<file path="src/rtl/serializer_pkg.sv">
// Shared types and helpers for the bit serializer.
// BIT_SERIALIZER_PARITY_EN adds the PARITY state to the state encoding.
package serializer_pkg;

`ifdef BIT_SERIALIZER_PARITY_EN
  typedef enum logic [1:0] {
    IDLE   = 2'd0,
    SHIFT  = 2'd1,
    PARITY = 2'd2
  } state_t;
`else
  typedef enum logic {
    IDLE  = 1'b0,
    SHIFT = 1'b1
  } state_t;
`endif

  localparam logic PARITY_EVEN = 1'b0;

  function automatic int unsigned next_bit_idx(input int unsigned idx,
                                               input int unsigned modulus);
    return (idx >= modulus - 1) ? 0 : idx + 1;
  endfunction

endpackage

</file>
<file path="src/rtl/bit_counter.sv">
// Modulo-WIDTH up-counter with synchronous clear and enable.
// `last` flags the final index of a frame.
module bit_counter
  import serializer_pkg::*;
#(
  parameter int WIDTH = 8,
  parameter int CW    = $clog2(WIDTH)
) (
  input  logic clk,
  input  logic rst,
  input  logic clr,
  input  logic en,
  output logic last
);

  logic [CW-1:0] cnt_q, cnt_d;

  always_comb begin
    cnt_d = cnt_q;
    if (clr) begin
      cnt_d = '0;
    end else if (en) begin
      cnt_d = CW'(next_bit_idx(32'(cnt_q), WIDTH));
    end
  end

  always_ff @(posedge clk or posedge rst) begin
    if (rst) begin
      cnt_q <= '0;
    end else begin
      cnt_q <= cnt_d;
    end
  end

  assign last = (cnt_q == CW'(WIDTH - 1));

endmodule

</file>
<file path="src/rtl/bit_serializer.sv">
// Parallel-in, serial-out stage with valid/ready load and gapless back-to-back frames.
// Define BIT_SERIALIZER_PARITY_EN to append an even-parity bit to every frame.
module bit_serializer
  import serializer_pkg::*;
#(
  parameter int WIDTH     = 8,
  parameter int MSB_FIRST = 1
) (
  input  logic             clk,
  input  logic             rst,
  input  logic [WIDTH-1:0] data_in,
  input  logic             load_valid,
  output logic             load_ready,
  output logic             x,
  output logic             bit_valid,
  output logic             frame_done
);

  state_t           state_q, state_d;
  logic [WIDTH-1:0] shreg_q, shreg_d;
  logic             cnt_clr, cnt_en, cnt_last;
  logic             accept;

  bit_counter #(.WIDTH(WIDTH)) u_bit_counter (
    .clk  (clk),
    .rst  (rst),
    .clr  (cnt_clr),
    .en   (cnt_en),
    .last (cnt_last)
  );

  // Ready depends on state only, so it never loops back through load_valid.
  always_comb begin
    load_ready = 1'b0;
    case (state_q)
      IDLE:    load_ready = 1'b1;
      SHIFT: begin
`ifdef BIT_SERIALIZER_PARITY_EN
        load_ready = 1'b0;
`else
        load_ready = cnt_last;
`endif
      end
`ifdef BIT_SERIALIZER_PARITY_EN
      PARITY:  load_ready = 1'b1;
`endif
      default: load_ready = 1'b0;
    endcase
  end

  assign accept = load_valid && load_ready;

  // The register rotates rather than shifts, so after WIDTH bits it holds the word again.
  always_comb begin
    state_d    = state_q;
    shreg_d    = shreg_q;
    cnt_clr    = 1'b0;
    cnt_en     = 1'b0;
    x          = 1'b0;
    bit_valid  = 1'b0;
    frame_done = 1'b0;
    case (state_q)
      IDLE: begin
        if (accept) begin
          shreg_d = data_in;
          cnt_clr = 1'b1;
          state_d = SHIFT;
        end
      end
      SHIFT: begin
        bit_valid = 1'b1;
        cnt_en    = 1'b1;
        if (MSB_FIRST != 0) begin
          x       = shreg_q[WIDTH-1];
          shreg_d = {shreg_q[WIDTH-2:0], shreg_q[WIDTH-1]};
        end else begin
          x       = shreg_q[0];
          shreg_d = {shreg_q[0], shreg_q[WIDTH-1:1]};
        end
        if (cnt_last) begin
`ifdef BIT_SERIALIZER_PARITY_EN
          state_d = PARITY;
`else
          frame_done = 1'b1;
          if (accept) begin
            shreg_d = data_in;
            cnt_clr = 1'b1;
            state_d = SHIFT;
          end else begin
            state_d = IDLE;
          end
`endif
        end
      end
`ifdef BIT_SERIALIZER_PARITY_EN
      PARITY: begin
        x          = (^shreg_q) ^ PARITY_EVEN;
        bit_valid  = 1'b1;
        frame_done = 1'b1;
        if (accept) begin
          shreg_d = data_in;
          cnt_clr = 1'b1;
          state_d = SHIFT;
        end else begin
          state_d = IDLE;
        end
      end
`endif
      default: state_d = IDLE;
    endcase
  end

  always_ff @(posedge clk or posedge rst) begin
    if (rst) begin
      state_q <= IDLE;
      shreg_q <= '0;
    end else begin
      state_q <= state_d;
      shreg_q <= shreg_d;
    end
  end

endmodule

</file>
<file path="config.mk">
export PLATFORM = sky130hd
export DESIGN_NAME = bit_serializer
export DESIGN_NICKNAME = d
export VERILOG_FILES = /design/src/rtl/serializer_pkg.sv /design/src/rtl/bit_counter.sv /design/src/rtl/bit_serializer.sv
export SDC_FILE = /design/constraint.sdc
export NUM_CORES = 1
export LEC_CHECK = 0
export ABC_AREA = 1
export CAP_MARGIN = 15
export CORE_MARGIN = 2
export CORE_UTILIZATION = 30
export DETAILED_ROUTE_END_ITERATION = 12
export GPL_TIMING_DRIVEN = 1
export HOLD_SLACK_MARGIN = 0.12
export PLACE_DENSITY = 0.51
export SYNTH_ARGS = -nofsm -noshare
export SYNTH_HDL_FRONTEND = slang
export SYNTH_SLANG_ARGS = --single-unit
</file>
<file path="constraint.sdc">
create_clock -name clk -period 1.5 [get_ports clk]
set_input_delay 0.3 -clock clk [delete_from_list [all_inputs] [get_ports clk]]
set_output_delay 0.3 -clock clk [all_outputs]
set_load 0.03 [all_outputs]
</file>
==> impl_metrics.env <==
export IMPL_antenna_found_initial=0
export IMPL_synth_top_area_frac=0.489
export IMPL_track_usage=0.133
export IMPL_clockPowerShare=0.142
export IMPL_synth_xor_area_share=0
export IMPL_ys_seq_elements=12
export IMPL_yosys_area_share_simple=0.373
export IMPL_synth_top_family_by_area="simple AND/OR/NAND/NOR gates"
export IMPL_fin_crit_ps=1630
export IMPL_hp_class="input port to asynchronous set/reset pin"
export IMPL_hpwl_um=983
export IMPL_yosys_area_top_type="dfrtp_1"
export IMPL_end_kind="primary output"
export IMPL_drc=0
export IMPL_ant_nets=0
export IMPL_dr_pass1_iters=3
export IMPL_grtUsageMet2=0.194
export IMPL_combPwrFrac=0.540
export IMPL_core_area_um2=1940
export IMPL_cp_required_ps=1200
export IMPL_syn2layout_area_growth_pct=50.5
export IMPL_grt_first_pass_wirelength_um=2450
export IMPL_power_frac_seq=0.318
export IMPL_max_cap_violations=0
export IMPL_worstMarginPinSlew_ps=743
export IMPL_cts_hold_buf=0
export IMPL_grt_met1_usage=0.180
export IMPL_initial_core_util=0.316
export IMPL_die_w_um=49.3
export IMPL_ys_seq_area_frac=0.489
export IMPL_grt_start_max_net_pins=16
export IMPL_post_place_ws_ps=-272
export IMPL_slowest_delay_ps=380
export IMPL_yosys_top_cells_count="42 x nand2_1, 12 x dfrtp_1, 11 x nand3_1"
export IMPL_io_buffer_count=14
export IMPL_finalCritPeriodShare=1.08
export IMPL_place_gp_congestion=0.735
export IMPL_cp_start_kind="register"
export IMPL_leakagePower_nw=0.507
export IMPL_arrival_ps=1330
export IMPL_wl_um=1410
export IMPL_clock_sinks=12
export IMPL_yosys_warnings=0
export IMPL_ys_async_sr_fraction=1.00
export IMPL_top_usage_layer="met2"
export IMPL_p_per_area_nw_per_um2=1960
export IMPL_ys_flop_type="dfrtp_1"
export IMPL_max_slew_margin=0.503
export IMPL_grt_setup_unrepaired="true"
export IMPL_clock_latency_ps=270
export IMPL_synth_avg_cell_area_um2=7.31
export IMPL_crit_fanout=2
export IMPL_synth_edff_count=0
export IMPL_clockRootBuffer="clkbuf_4"
export IMPL_worst_slack_ps=-127
export IMPL_muxShareOfSynthArea=0
export IMPL_tritoncts="done"
export IMPL_grt_overflow=0
export IMPL_dieArea_um2=2430
export IMPL_hold_violations=0
export IMPL_htree_levels=1
export IMPL_core_rowCount=16
export IMPL_intPower_mw=1.07
export IMPL_synth_area_leaders="dfrtp_1 49%, nand2_1 26%, nand3_1 9.0%"
export IMPL_syn_nets=97
export IMPL_crit_type="register to primary output"
export IMPL_synthAdderAreaFrac=0.0407
export IMPL_finalMaxSlewViolations=0
export IMPL_nets=125
export IMPL_grt_pass1_vias=559
export IMPL_cp_cell_sequence="ha_2, ha_4, buf_6, nand2_2, inv_2, buf_6"
export IMPL_yosysUniqueCellTypes=11
export IMPL_holdWs_ps=342
export IMPL_die_y_um=49.3
export IMPL_via_per_inst=4.22
export IMPL_setup_viol=2
export IMPL_synth_compound_area_frac=0.0163
export IMPL_p_total_mw=1.81
export IMPL_violations="negative setup slack"
export IMPL_syn_inst=84
export IMPL_diodes=0
export IMPL_cp_slowest_cell="dfrtp_1"
export IMPL_crit_top_cell="buf_6"
export IMPL_p_sw_mw=0.738
export IMPL_layout_drive_gt1_share=0.225
export IMPL_routedWlPerCell_um=10.2
export IMPL_synthesis_area_um2=614
export IMPL_timing_fmax_mhz=615
export IMPL_drtIter0Drc=6
export IMPL_cts_buffer_depth=2
export IMPL_path_clk_slew_ps=80
export IMPL_skew_ps=3.38
export IMPL_route_vias_total=582
export IMPL_io_pins=15
export IMPL_grt_use_met3=0.0307
export IMPL_post_synth_top_count_cell="nand2_1"
export IMPL_ir_drop_uv=918
export IMPL_status="finished with violations"
export IMPL_switching_share=0.408
export IMPL_cts_buffers=3
-- power groups by stage --
stage                     registers (mW)  logic, mW  clock network (mW)
after floorplan                    0.602      0.522                   0
final                              0.575      0.976               0.257
after detailed placement           0.572      0.892                   0
after global placement             0.568      0.894                   0
after global routing               0.595       1.11               0.291
after CTS                          0.573      0.971               0.269
-- metrics by stage --
step           std cells  setup TNS [ps]   util  instance area (µm²)
3_3_place_gp         132           -1490  0.430                  836
4_1_cts              138            -251  0.472                  916
6_report             138            -210  0.476                  925
2_1_floorplan         84               0      -                  614
3_5_place_dp         132           -1170  0.430                  836
5_1_grt              138            -536  0.476                  925
-- metal layers --
metal  up-vias  wire [µm]
met3         2         55
met2        12        636
met4         0         13
li1        311          -
met1       257        701
met5         -          0
-- cells by family (layout without fill, tap and decap cells) --
family / after synthesis / after routing
AOI/OAI and AO/OA: 2 / 2
DFF: 12 / 12
and+or+nand+nor: 56 / 56
buffers and inverters: 12 / 39
adders and majority gates: 2 / 2
-- cell type report --
| type | instances | area [µm²] |
|---|---|---|
| Tap cell | 27 | 33.8 |
| Timing Repair Buffer | 25 | 228 |
| Inverter | 10 | 37.5 |
| Clock buffer | 4 | 36.3 |
| Multi-Input combinational cell | 60 | 289 |
| Fill cell | 211 | 1020 |
| Sequential cell | 12 | 300 |
-- critical path: cells and delay by family (launching register included) --
kind                       cells  cell delay (ps)
and+or+nand+nor                1               50
buffers and inverters          3              260
adders and majority gates      2              360
DFF                            1              380
-- flip-flops by register name (all words and copies together) (netlist names) --
register,count
shreg_q,8
state_q,1
u_bit_counter.cnt_q,3
-- placed cells by master (no fill, tap or decap), drive strengths merged --
| cell type | n |
|---|---|
| nor2 | 1 |
| inv | 10 |
| buf | 15 |
| clkbuf | 4 |
| o21ai | 2 |
| nand2 | 43 |
| clkdlybuf4s50 | 10 |
| nand3 | 11 |
| dfrtp | 12 |
| ha | 2 |
| nand4 | 1 |
-- worst paths after layout --
kind,from,cells past startpoint,slack [ps],endpoint
setup / recovery,u_bit_counter.cnt_q[0],6,-130,frame_done
min in group clk,shreg_q[7],2,480,shreg_q[7]
hold reg to reg,shreg_q[7],2,480,shreg_q[7]
setup reg to reg,state_q,4,60,shreg_q[2]
max in group asynchronous,rst,2,830,u_bit_counter.cnt_q[0]
hold / removal,rst,2,340,u_bit_counter.cnt_q[2]
-- timing repair --
item | in CTS | in global routing
buffers inserted | 2 | 0
gates resized for setup | 15 | 2
setup endpoints to repair | 7 | 14
pin swaps | 2 | 2
No activity file was read; power rests on OpenSTA's default activity.
